### config.mk
export PLATFORM = sky130hd
export DESIGN_NAME = poisson_array_core
export DESIGN_NICKNAME = d
export VERILOG_FILES = /design/src/rtl/poisson_array_core.sv
export SDC_FILE = /design/constraint.sdc
export NUM_CORES = 1
export LEC_CHECK = 0
export BUFFER_PORTS_ARGS = -buffer_cell sky130_fd_sc_hd__buf_4
export CORE_ASPECT_RATIO = 1.25
export CORE_MARGIN = 4
export CORE_UTILIZATION = 55
export CTS_CLUSTER_DIAMETER = 30
export CTS_CLUSTER_SIZE = 8
export DETAILED_ROUTE_END_ITERATION = 10
export PLACE_DENSITY_LB_ADDON = 0.3
export SLEW_MARGIN = 20
export SYNTH_ARGS = -nofsm -noshare
export SYNTH_HDL_FRONTEND = slang
export SYNTH_SLANG_ARGS = --single-unit
### constraint.sdc
create_clock -name clk -period 11 [get_ports clk]
set_input_delay 0 -clock clk [delete_from_list [all_inputs] [get_ports clk]]
set_output_delay 0 -clock clk [all_outputs]
set_load 0.005 [all_outputs]
### src/rtl/poisson_array_core.sv
// Time-multiplexed Poisson spike-source array sharing one evaluator.
// Each tick sweeps all neurons: read {activity, refractory}, compare against the
// shared LFSR, write refractory back and queue the address of spiking neurons.
//
// state      | meaning
// -----------+-----------------------------------------------------------
// ST_CLEAR   | zeroing state memory one address per cycle, busy=1
// ST_IDLE    | waiting for tick, host writes land directly in memory
// ST_SWEEP   | two-stage read/evaluate pipeline walking addresses 0..N-1
module poisson_array_core #(
  parameter int              N_NEUR           = 64,
  parameter int              ACTIVITY_WIDTH   = 9,
  parameter int              REFRACTORY_WIDTH = 4,
  parameter int              DT_SHIFT         = 4,
  parameter logic [15:0]     LFSR_SEED        = 16'hACE1,
  parameter int              FIFO_DEPTH       = 8,
  localparam int             AW               = $clog2(N_NEUR)
) (
  input  logic                        clk,
  input  logic                        reset,
  input  logic                        tick,
  input  logic [REFRACTORY_WIDTH-1:0] refr_per,
  input  logic                        wr_en,
  input  logic [AW-1:0]               wr_addr,
  input  logic [ACTIVITY_WIDTH-1:0]   wr_activity,
  output logic                        spk_valid,
  input  logic                        spk_ready,
  output logic [AW-1:0]               spk_addr,
  output logic                        busy,
  output logic                        overrun
);

  localparam int PW = $clog2(FIFO_DEPTH);
  localparam int CW = (ACTIVITY_WIDTH + DT_SHIFT > 16) ? ACTIVITY_WIDTH + DT_SHIFT : 16;

  localparam logic [1:0] ST_CLEAR = 2'd0;
  localparam logic [1:0] ST_IDLE  = 2'd1;
  localparam logic [1:0] ST_SWEEP = 2'd2;

  localparam logic [AW-1:0]               A_ONE   = AW'(1);
  localparam logic [AW-1:0]               A_LAST  = AW'(N_NEUR - 1);
  localparam logic [PW-1:0]               P_ONE   = PW'(1);
  localparam logic [PW:0]                 C_ONE   = (PW + 1)'(1);
  localparam logic [PW:0]                 C_FULL  = (PW + 1)'(FIFO_DEPTH);
  localparam logic [REFRACTORY_WIDTH-1:0] R_ONE   = REFRACTORY_WIDTH'(1);

  logic [1:0]                  state;
  logic [AW-1:0]               clr_addr;
  logic [AW-1:0]               rd_addr;
  logic                        rd_done;
  logic [REFRACTORY_WIDTH-1:0] refr_lat;
  logic                        s1_valid;
  logic [AW-1:0]               s1_addr;
  logic [ACTIVITY_WIDTH-1:0]   s1_act;
  logic [REFRACTORY_WIDTH-1:0] s1_ref;
  logic [15:0]                 lfsr;

  logic [ACTIVITY_WIDTH-1:0]   act_mem [N_NEUR];
  logic [REFRACTORY_WIDTH-1:0] ref_mem [N_NEUR];

  logic [AW-1:0]               fifo_mem [FIFO_DEPTH];
  logic [PW-1:0]               wr_ptr;
  logic [PW-1:0]               rd_ptr;
  logic [PW:0]                 fifo_cnt;

  logic                        wr_ok;
  logic [CW-1:0]               scaled;
  logic [CW-1:0]               rnd_ext;
  logic                        cond;
  logic                        s1_spike;
  logic                        fifo_full;
  logic                        stall;
  logic                        wb_en;
  logic                        push;
  logic                        pop;
  logic [REFRACTORY_WIDTH-1:0] ref_new;
  logic [ACTIVITY_WIDTH-1:0]   rd_fwd_act;
  logic [15:0]                 lfsr_next;

  // Evaluator, stall and forwarding decisions for the current cycle
  always_comb begin
    wr_ok      = wr_en && (state != ST_CLEAR) && (32'(wr_addr) < N_NEUR);
    scaled     = CW'(s1_act) << DT_SHIFT;
    rnd_ext    = CW'(lfsr);
    cond       = scaled >= rnd_ext;
    s1_spike   = s1_valid && (s1_ref == '0) && cond;
    fifo_full  = (fifo_cnt == C_FULL);
    // Hold the whole pipeline only when a spike actually needs a free slot
    stall      = s1_spike && fifo_full;
    wb_en      = (state == ST_SWEEP) && !stall && s1_valid;
    push       = wb_en && s1_spike;
    pop        = spk_valid && spk_ready;
    if (s1_ref != '0)
      ref_new = s1_ref - R_ONE;
    else if (cond)
      ref_new = refr_lat;
    else
      ref_new = '0;
    rd_fwd_act = (wr_ok && (wr_addr == rd_addr)) ? wr_activity : act_mem[rd_addr];
    lfsr_next  = {lfsr[0] ^ lfsr[2] ^ lfsr[3] ^ lfsr[5], lfsr[15:1]};
  end

  assign spk_valid = (fifo_cnt != '0);
  assign spk_addr  = spk_valid ? fifo_mem[rd_ptr] : '0;
  assign busy      = (state != ST_IDLE);

  // Sequencer: clear walk, sweep pipeline, LFSR and sticky overrun
  always_ff @(posedge clk) begin
    if (reset) begin
      state    <= ST_CLEAR;
      clr_addr <= '0;
      rd_addr  <= '0;
      rd_done  <= 1'b0;
      refr_lat <= '0;
      s1_valid <= 1'b0;
      s1_addr  <= '0;
      s1_act   <= '0;
      s1_ref   <= '0;
      lfsr     <= LFSR_SEED;
      overrun  <= 1'b0;
    end else begin
      if (tick && (state != ST_IDLE))
        overrun <= 1'b1;
      if (wb_en)
        lfsr <= lfsr_next;
      case (state)
        ST_CLEAR: begin
          if (clr_addr == A_LAST)
            state <= ST_IDLE;
          else
            clr_addr <= clr_addr + A_ONE;
        end
        ST_IDLE: begin
          if (tick) begin
            state    <= ST_SWEEP;
            rd_addr  <= '0;
            rd_done  <= 1'b0;
            s1_valid <= 1'b0;
            refr_lat <= refr_per;
          end
        end
        ST_SWEEP: begin
          if (!stall) begin
            if (!rd_done) begin
              s1_valid <= 1'b1;
              s1_addr  <= rd_addr;
              s1_act   <= rd_fwd_act;
              s1_ref   <= ref_mem[rd_addr];
              if (rd_addr == A_LAST)
                rd_done <= 1'b1;
              else
                rd_addr <= rd_addr + A_ONE;
            end else begin
              s1_valid <= 1'b0;
            end
            if (s1_valid && (s1_addr == A_LAST))
              state <= ST_IDLE;
          end else if (wr_ok && (wr_addr == s1_addr)) begin
            // Neuron already read but held by a stall: keep the host value
            s1_act <= wr_activity;
          end
        end
        default: state <= ST_CLEAR;
      endcase
    end
  end

  // State memory: cleared in ST_CLEAR, activity from host, refractory from evaluator
  always_ff @(posedge clk) begin
    if (state == ST_CLEAR) begin
      act_mem[clr_addr] <= '0;
      ref_mem[clr_addr] <= '0;
    end else begin
      if (wr_ok)
        act_mem[wr_addr] <= wr_activity;
      if (wb_en)
        ref_mem[s1_addr] <= ref_new;
    end
  end

  // Spike FIFO storage
  always_ff @(posedge clk) begin
    if (push)
      fifo_mem[wr_ptr] <= s1_addr;
  end

  // Spike FIFO pointers and occupancy
  always_ff @(posedge clk) begin
    if (reset) begin
      wr_ptr   <= '0;
      rd_ptr   <= '0;
      fifo_cnt <= '0;
    end else begin
      if (push)
        wr_ptr <= wr_ptr + P_ONE;
      if (pop)
        rd_ptr <= rd_ptr + P_ONE;
      case ({push, pop})
        2'b10:   fifo_cnt <= fifo_cnt + C_ONE;
        2'b01:   fifo_cnt <= fifo_cnt - C_ONE;
        default: fifo_cnt <= fifo_cnt;
      endcase
    end
  end

endmodule
==> results.toml <==
[detailed_routing]
drt_iter0_drc = 2219
ant_nets = 0
drc = 0
wl_per_cell_um = 28.46
dr.pass1.iters = 8
wl_mm = 93.14
vias_per_cell = 6.427
num_vias = 21037

[clocking]
ctsResizeCount = 0
root_buffer = "clkbuf_16"
holdBufCountCts = 22
cts-buffers-inserted = 160
cts_tree = "yes"
clk_path_buf_depth = 3
cts_setup_buffers = 0
clock_latency_ps = 730
clkTransAtPathRegs_ps = 50
htree_levels = 4
cts.sinks = 955

[pwr]
p_leak_nw = 14.73
power.density_nw_per_um2 = 192.8
ir_worst_vdd_v = 0.0001681

[status]
status = "complete, no violations"

[synth]
synth_edf_count = 880
synthCells = 2121
synth_warnings = 0
ys_seq_area_share_pct = 72.40
synth.cell_area_sq_um = 38570
synthFlopType = "edfxtp_1"
ys_ff_latch = 955
synth_cell_types = 70
synth_fp_nets = 2162
synthArstFlopShare_pct = 0
avgSynthCellArea_sq_um = 18.19

[timing]
fin_setup_tns_ps = 0
maxSlewHeadroom_pct = 23.91
setup_viol = 0
period_minus_slack_ps = 4083
worst-slew-pin-transition_ps = 1137
fin_ws_ps = 6917
finClkSkew_ps = 19.84
fmax_mhz = 244.9
grt_setup_unrepaired = "false"
slew_violations = 0
fin_crit_sh_pct = 37.12
hold_violations = 0

[setup_path]
critical_path_peak_fanout = 52
r2r_cells = 8
crit_required_ps = 11350
timing.rr.end = "ref_mem[50][2]"
crit_arrival_ps = 4430
endpoint = "ref_mem[50][2]"
timing.rr.start = "s1_ref[0]"
reg2reg_setup_slack_ps = 6920
startpoint_type = "flip-flop"
endpoint_kind = "flip-flop"
cp-startpoint = "s1_ref[0]"
path_class = "reg2reg"

[global_route]
grt_pass1_wl_mm = 140.8
grt_antenna_before_repair = 1
grt_max_degree = 131
grt-ovfl-total = 0
grt_pass1_vias = 21828
track_usage_pct = 25.32

[placed_design]
post-place-ws_ps = 6952
finalWeightedCongestion = 0.8909
dp.cells = 2985
place_hpwl_mm = 55.35
port_buffers = 32

[cells_and_area]
final_common_cell = "edfxtp_1"
fin_nets = 2276
area_delta_synth_final_pct = 16.11
postLayoutCoreUtil_pct = 64.48
layout-drive-gt1-share_pct = 22.71
diodes = 0
nFillCells = 4604
layout_common_cells = "880 x edfxtp_1, 201 x mux4_2, 161 x clkbuf_16, 125 x nor2_1, 108 x nand2_1"
stdcell_count = 3273

[die]
initial_utilization_pct = 55.53
core.rowCount = 108
dieArea_sq_um = 74460
ioPinCount = 33
fp.dieH_um = 304.1
fp.dieW_um = 244.9
coreArea_sq_um = 69460

[run]
cap_violations = 0

[hold_path]
hold_class = "in2reg"
==> power breakdown <==
part / internal, mW / switching, mW / total, mW
sequential: 3.94 / 0.00731 / 3.94
clock: 2.90 / 1.68 / 4.58
combinational: 0.0361 / 0.0776 / 0.114
==> layer usage <==
metal	track usage (%)	vias up	wire length [um]
met5	0	-	10
met4	10.41	2	3875
met3	5.129	227	6853
met2	42.85	1009	48140
met1	32.30	10951	34260
li1	-	8848	-
==> flip-flops by register name (all words and copies together), names as in the netlist, named ones only <==
register and count:
fifo_mem 48, lfsr 16, rd_done 1, rd_addr 6, s1_addr 6, fifo_cnt 4, act_mem 576, wr_ptr 3
overrun 1, state 2, rd_ptr 3, clr_addr 6, s1_valid 1, s1_ref 4, ref_mem 256, refr_lat 4
s1_act 9
==> through the flow <==
stage	area, sq um	hold WS (ps)	total power, mW
6_report	44780	138.2	8.634
5_1_grt	44780	127.7	8.854
4_1_cts	44710	85.12	8.661
3_5_place_dp	39550	247.7	4.112
3_3_place_gp	39550	239.7	4.109
2_1_floorplan	38570	139.5	4.066
==> how the worst min path moves through the flow <==
stage	start	to	slack, ps	cells after the start
finish	wr_activity[6]	s1_act[6]	140	4
global route	wr_activity[2]	s1_act[2]	130	4
CTS	wr_activity[6]	s1_act[6]	90	4
detailed placement	tick	overrun	250	3
global placement	tick	overrun	240	3
floorplan	tick	overrun	140	2
==> synth_stat cells, types with 5 or more instances <==
cell type / n / area share, %
nand3_1: 11 / 0.14
a211oi_1: 7 / 0.14
nor4_1: 32 / 0.52
mux2i_1: 104 / 2.7
nand2_1: 108 / 1.1
xor2_1: 17 / 0.39
a2111oi_0: 8 / 0.18
a22o_1: 6 / 0.14
nor2b_1: 12 / 0.19
o31ai_1: 7 / 0.14
or3_1: 9 / 0.15
xnor2_1: 10 / 0.23
buf_1: 13 / 0.13
and2_1: 14 / 0.23
o211ai_1: 8 / 0.16
dfxtp_1: 75 / 3.9
inv_1: 24 / 0.23
nor4_2: 8 / 0.26
nor3b_1: 12 / 0.23
nor2_1: 134 / 1.3
edfxtp_1: 880 / 69
nand2b_1: 10 / 0.16
buf_4: 26 / 0.51
clkbuf_1: 41 / 0.40
a22oi_1: 39 / 0.76
a31oi_4: 5 / 0.28
o22ai_1: 22 / 0.36
nor3_1: 51 / 0.66
ha_1: 17 / 0.55
a31oi_1: 12 / 0.19
mux4_2: 201 / 12
buf_2: 35 / 0.45
nand3b_1: 7 / 0.14
a21oi_1: 57 / 0.74
a2bb2oi_1: 6 / 0.14
a221oi_1: 8 / 0.18
o21ai_0: 19 / 0.25
==> logic make-up (layout without fill, tap and decap cells) <==
logic type,Yosys count,count (layout),share of synthesized area [%]
multiplexers,308,308,14.53
AO/OA/AOI/OAI,233,233,4.305
adder cells (fa/ha/maj),17,17,0.5515
buffers and inverters,145,362,1.927
AND/OR/NAND/NOR,436,436,5.670
flip-flops,955,955,72.40
XOR/XNOR,27,27,0.6131
==> area by class of cell <==
type	instances	area [sq um]	area share, %
clock buffers	202	4193	9.362
clock inverters	63	747.0	1.668
inverters	24	90.09	0.2012
multi-input cells	1021	10030	22.39
flip-flops and latches	955	27940	62.39
well taps	935	1170	2.612
repair buffers	73	615.6	1.375
==> worst max-delay path: stages, from the launching register on <==
cell	delay [ps]
dfxtp_1	330
inv_1	90
ha_1	210
nor3b_1	560
nor2b_4	340
nand3_2	110
nand3b_4	610
mux2_2	600
nor4_1	810
Note: power is estimated with default switching activity, not from simulation.
